`src/rtl/fwd_pkg.sv`:
```
// Shared forwarding definitions for the MIPS datapath.
// Select encodings and default operand width.
package fwd_pkg;

  localparam int DATA_W = 32;

  typedef logic [1:0] fwd_sel_t;

  localparam fwd_sel_t FWD_SEL_REGFILE = 2'd0;
  localparam fwd_sel_t FWD_SEL_EXMEM   = 2'd1;
  localparam fwd_sel_t FWD_SEL_MEMWB   = 2'd2;

endpackage

```
`src/rtl/mux_nway.sv`:
```
// Combinational N-way mux; in_range flags sel < NUM_IN.
// Ports: in_data (flattened), sel -> data, in_range.
module mux_nway
  import fwd_pkg::*;
#(
  parameter int WIDTH  = DATA_W,
  parameter int NUM_IN = 3,
  parameter int SEL_W  = $clog2(NUM_IN)
) (
  input  logic [NUM_IN*WIDTH-1:0] in_data,
  input  logic [SEL_W-1:0]        sel,
  output logic [WIDTH-1:0]        data,
  output logic                    in_range
);

  localparam logic [SEL_W:0] LIMIT = NUM_IN[SEL_W:0];

  always_comb begin
    data     = '0;
    in_range = ({1'b0, sel} < LIMIT);
    for (int i = 0; i < NUM_IN; i++) begin
      if (sel == SEL_W'(i))
        data = in_data[i*WIDTH +: WIDTH];
    end
  end

endmodule

```
`src/rtl/fwd_sel_pipe.sv`:
```
// Registered N-way operand forwarding stage with valid/ready,
// flush, and out-of-range select error tracking.
module fwd_sel_pipe
  import fwd_pkg::*;
#(
  parameter int WIDTH        = DATA_W,
  parameter int NUM_IN       = 3,
  parameter int SEL_W        = $clog2(NUM_IN),
  parameter bit HOLD_INVALID = 1'b1,
  parameter int CNT_W        = 8
) (
  input  logic                    clk,
  input  logic                    rst_n,
  input  logic [NUM_IN*WIDTH-1:0] in_data,
  input  logic [SEL_W-1:0]        sel,
  input  logic                    in_valid,
  output logic                    in_ready,
  input  logic                    flush,
  output logic [WIDTH-1:0]        out_data,
  output logic                    out_valid,
  input  logic                    out_ready,
  output logic                    sel_err,
  input  logic                    err_clr,
  output logic [CNT_W-1:0]        err_count
);

  localparam logic [CNT_W-1:0] CNT_MAX = '1;

  logic [WIDTH-1:0] mux_data;
  logic             in_range;
  logic [WIDTH-1:0] last_good;
  logic [WIDTH-1:0] bad_data;
  logic             acc;
  logic             bad;

  mux_nway #(
    .WIDTH (WIDTH),
    .NUM_IN(NUM_IN),
    .SEL_W (SEL_W)
  ) u_mux (
    .in_data (in_data),
    .sel     (sel),
    .data    (mux_data),
    .in_range(in_range)
  );

  assign in_ready = !out_valid || out_ready;
  assign acc      = in_valid && in_ready && !flush;
  assign bad      = acc && !in_range;
  assign bad_data = HOLD_INVALID ? last_good : '0;

  always_ff @(posedge clk or negedge rst_n) begin
    if (!rst_n) begin
      out_data  <= '0;
      out_valid <= 1'b0;
      last_good <= '0;
    end else if (flush) begin
      out_valid <= 1'b0;
    end else if (acc) begin
      out_valid <= 1'b1;
      if (in_range) begin
        out_data  <= mux_data;
        last_good <= mux_data;
      end else begin
        out_data  <= bad_data;
      end
    end else if (out_ready) begin
      out_valid <= 1'b0;
    end
  end

  // A new error in the clearing cycle restarts the count at one.
  always_ff @(posedge clk or negedge rst_n) begin
    if (!rst_n) begin
      sel_err   <= 1'b0;
      err_count <= '0;
    end else if (bad) begin
      sel_err <= 1'b1;
      if (err_clr)
        err_count <= CNT_W'(1);
      else if (err_count != CNT_MAX)
        err_count <= err_count + CNT_W'(1);
    end else if (err_clr) begin
      sel_err   <= 1'b0;
      err_count <= '0;
    end
  end

endmodule

```
`config.mk`:
```
export PLATFORM = sky130hd
export DESIGN_NAME = fwd_sel_pipe
export DESIGN_NICKNAME = d
export VERILOG_FILES = /design/src/rtl/fwd_pkg.sv /design/src/rtl/mux_nway.sv /design/src/rtl/fwd_sel_pipe.sv
export SDC_FILE = /design/constraint.sdc
export NUM_CORES = 1
export LEC_CHECK = 0
export CELL_PAD_IN_SITES_DETAIL_PLACEMENT = 2
export CELL_PAD_IN_SITES_GLOBAL_PLACEMENT = 2
export CORE_AREA = 2 2 108 110
export DETAILED_ROUTE_END_ITERATION = 8
export DIE_AREA = 0 0 110 112
export GPL_TIMING_DRIVEN = 0
export HOLD_SLACK_MARGIN = 0.02
export PLACE_DENSITY_LB_ADDON = 0.3
export SLEW_MARGIN = 40
export SYNTH_ARGS = -nofsm -noshare
export SYNTH_HDL_FRONTEND = slang
export SYNTH_SLANG_ARGS = --single-unit
```
`constraint.sdc`:
```
create_clock -name clk -period 4.2 [get_ports clk]
set_clock_uncertainty 0.1 [all_clocks]
set_input_delay 0.84 -clock clk [delete_from_list [all_inputs] [get_ports clk]]
set_output_delay 0.84 -clock clk [all_outputs]
set_load 0.02 [all_outputs]
```
==> summary.txt <==
Crit path arrival time: 2.12 ns
Synth area leader: dfrtp_1
mapped cell area: 2300 sq um
clock buffer depth: 2
gpl congestion: 0.766
outcome: finished clean
Routed WL: 9.37 mm
CP top delay family: buffers and inverters
Hold Buf Count CTS: 0
Vias: 2,569
met1 capacity usage during global routing: 0.184
average vias per placed instance: 4.55
sequential cell area: 1050 sq um
Lkg Pwr: 1.66 nW
FF+latch count, synth: 42
starting DRC count in detailed routing: 60
Crit Path Category: primary input to output port
CP Buf/Inv Count: 3
Max Cap Viol: 0
Post-Syn Instances: 269
Post-synth ARST share: 1.00
Initial Util: 0.206
average size of a mapped cell: 8.57 sq um
Slew @ Worst Pin: 0.575 ns
global-route wire length before repair: 15.0 mm
post-synth cell types: 29
Yosys top cell area share: 0.456
NumNets Final: 525
Worst Setup Start Kind: primary input
pre-CTS setup slack: 1.12 ns
end of the worst register-to-register path: bad_data[21]$_DFFE_PN0P_
fmax: 0.327 GHz
Setup WS post-layout: 1.14 ns
synthesized net count: 374
post-synthesis simple-gate area fraction: 0.160
vias in the first global route: 2,878
TritonCTS clock tree: built
R2R depth: 6
final setup fails: 0
endpoints failing hold: 0
die width: 110 um
Rel. slew slack: 0.615
GR peak layer: met2
clock sink total: 42
critical path peak fanout: 5
main combinational cell family by area after synthesis: compound AO/OA/AOI/OAI gates
Adder-Cell Fraction of Synth Area: 0.00543
GRT Total Usage: 0.158
clock transition at the registers of the reported paths: 0.06 ns
GRT Residual Overflow: 0
footprint of the multi-input gates: 1140 sq um
layout cells sized above 1: 0.0404
HPWL Detailed: 7.44 mm
compound-gate portion of the synthesized area: 0.191
CORE AREA: 11,200 sq um
Port Buf Inserts: 143
Hold WC Path Type: primary input to asynchronous set/reset pin
max incr delay on CP: 0.54 ns
Seq/Total Area, Yosys: 0.456
top_reg_cell synth: dfrtp_1
number of synthesized flops with an enable pin: 0
GR Util met3: 0.0340
Synth Area in XOR/XNOR: 0
worst-skew pair later-pin latency: 0.28 ns
GRT met2 Usage: 0.288
Crit Reg-Reg Startpoint: out_valid$_DFFE_PN0P_
Yosys warnings: 0
commonest non-fill, non-tap cell in the layout: clkdlybuf4s50_1
initial antenna violation count: 0
worst hold slack: 0.344 ns
largest net degree at the start of global routing: 24
DRT Pass-1 Iters: 4
Antenna diodes: 0
Post-CTS Setup Bufs: 0
Crit path top cell by count: clkdlybuf4s50_1
Sum Neg Setup Slack: 0 ns
Syn-to-layout area delta: 77.0%
CTS resizes: 0
multiplexer share of the synthesized area: 0.139
DR WL/cell: 16.6 um
Fill cells: 1,268
Post-Layout Cell Count: 564
Die Y: 112 um
dpl cells: 556
root buffer cell: clkbuf_16
CP Cell Sequence: clkdlybuf4s50_1 -> nor2b_1 -> inv_1 -> clkdlybuf4s50_1
endpoint class of the critical path: output port
H-tree Lvls: 2
R2R setup slack: 2.15 ns
CTS Buf Count: 5
commonest non-fill, non-tap cells in the layout: clkdlybuf4s50_1, nor2_1, a21oi_1, dfrtp_1, mux2i_1
Worst path slowest cell: clkdlybuf4s50_1
unrepaired setup endpoints after global routing: no
# DRC: 0
final worst-path cycle share: 0.729
post-route ant nets: 0
PwrDens: 336 nW/um^2
CP Data Required Time: 3.26 ns
ranking of synthesized cells by area: dfrtp_1, a21oi_1, mux2i_1, nor2_1, clkbuf_1
io pins: 147
Die Footprint: 12,300 sq um
Placement Rows: 39
IR Drop Worst-Case VDD: 140 uV
Final Max Tran Viols: 0
Tmin final: 3.06 ns
-- synth_stat cells (2+ instances only) --
library cell / count
nor2_1: 68
a21oi_1: 67
dfrtp_1: 42
mux2i_1: 32
clkbuf_1: 12
buf_2: 5
inv_1: 5
buf_1: 4
o41ai_1: 4
nand2_1: 3
nand3_1: 3
o311ai_0: 3
nor2b_1: 2
o21ai_0: 2
or3_1: 2
or4_1: 2
-- power by group --
part	leakage, nW	switching [mW]	internal, mW
Combinational	1.08	0.227	0.249
Clock	0.0739	0.157	0.236
Sequential	0.500	0.0346	0.468
Total	1.66	0.418	0.953
-- area by class of cell --
type,count,area share
multi-input combinational,200,0.280
timing repair buffer,144,0.355
inverter,5,0.00460
sequential,42,0.258
clock buffer,7,0.0350
buffer,22,0.0227
clock inverter,1,0.00123
tap,143,0.0439
-- flip-flops by register name, indices dropped and copies added (netlist names) --
register and count:
bad_data 32, out_valid 1, sel_err 1, err_count 8
-- metrics by stage --
step	area [sq um]	util	power (mW)
final	4080	0.365	1.37
after global routing	4080	0.365	1.46
after CTS	4080	0.365	1.40
after detailed placement	3930	0.352	0.996
after global placement	3920	0.350	0.979
after floorplan	2300	-	0.707
-- worst max-delay path by stage --
stage | endpoint | slack [ns] | cells after the start | from
4_1_cts | in_ready | 1.12 | 4 | out_ready
6_report | in_ready | 1.14 | 4 | out_ready
2_1_floorplan | err_count[3]$_DFFE_PN0P_ | 1.89 | 7 | sel[1]
3_5_place_dp | in_ready | 1.12 | 4 | out_ready
3_3_place_gp | bad_data[18]$_DFFE_PN0P_ | 0.86 | 1 | rst_n
5_1_grt | in_ready | 1.01 | 4 | out_ready
-- metal layers --
metal	vias up	wire length [um]
li1	1237	-
met1	1258	3670
met2	68	5070
met3	6	491
met4	0	140
met5	-	0
-- cell families after synthesis --
family / after synthesis
AO/OA/AOI/OAI: 80
adder cells (fa/ha/maj): 1
buffers and inverters: 27
flip-flops: 42
multiplexers: 32
AND/OR/NAND/NOR: 87
Power figures use the tool's default switching activity.
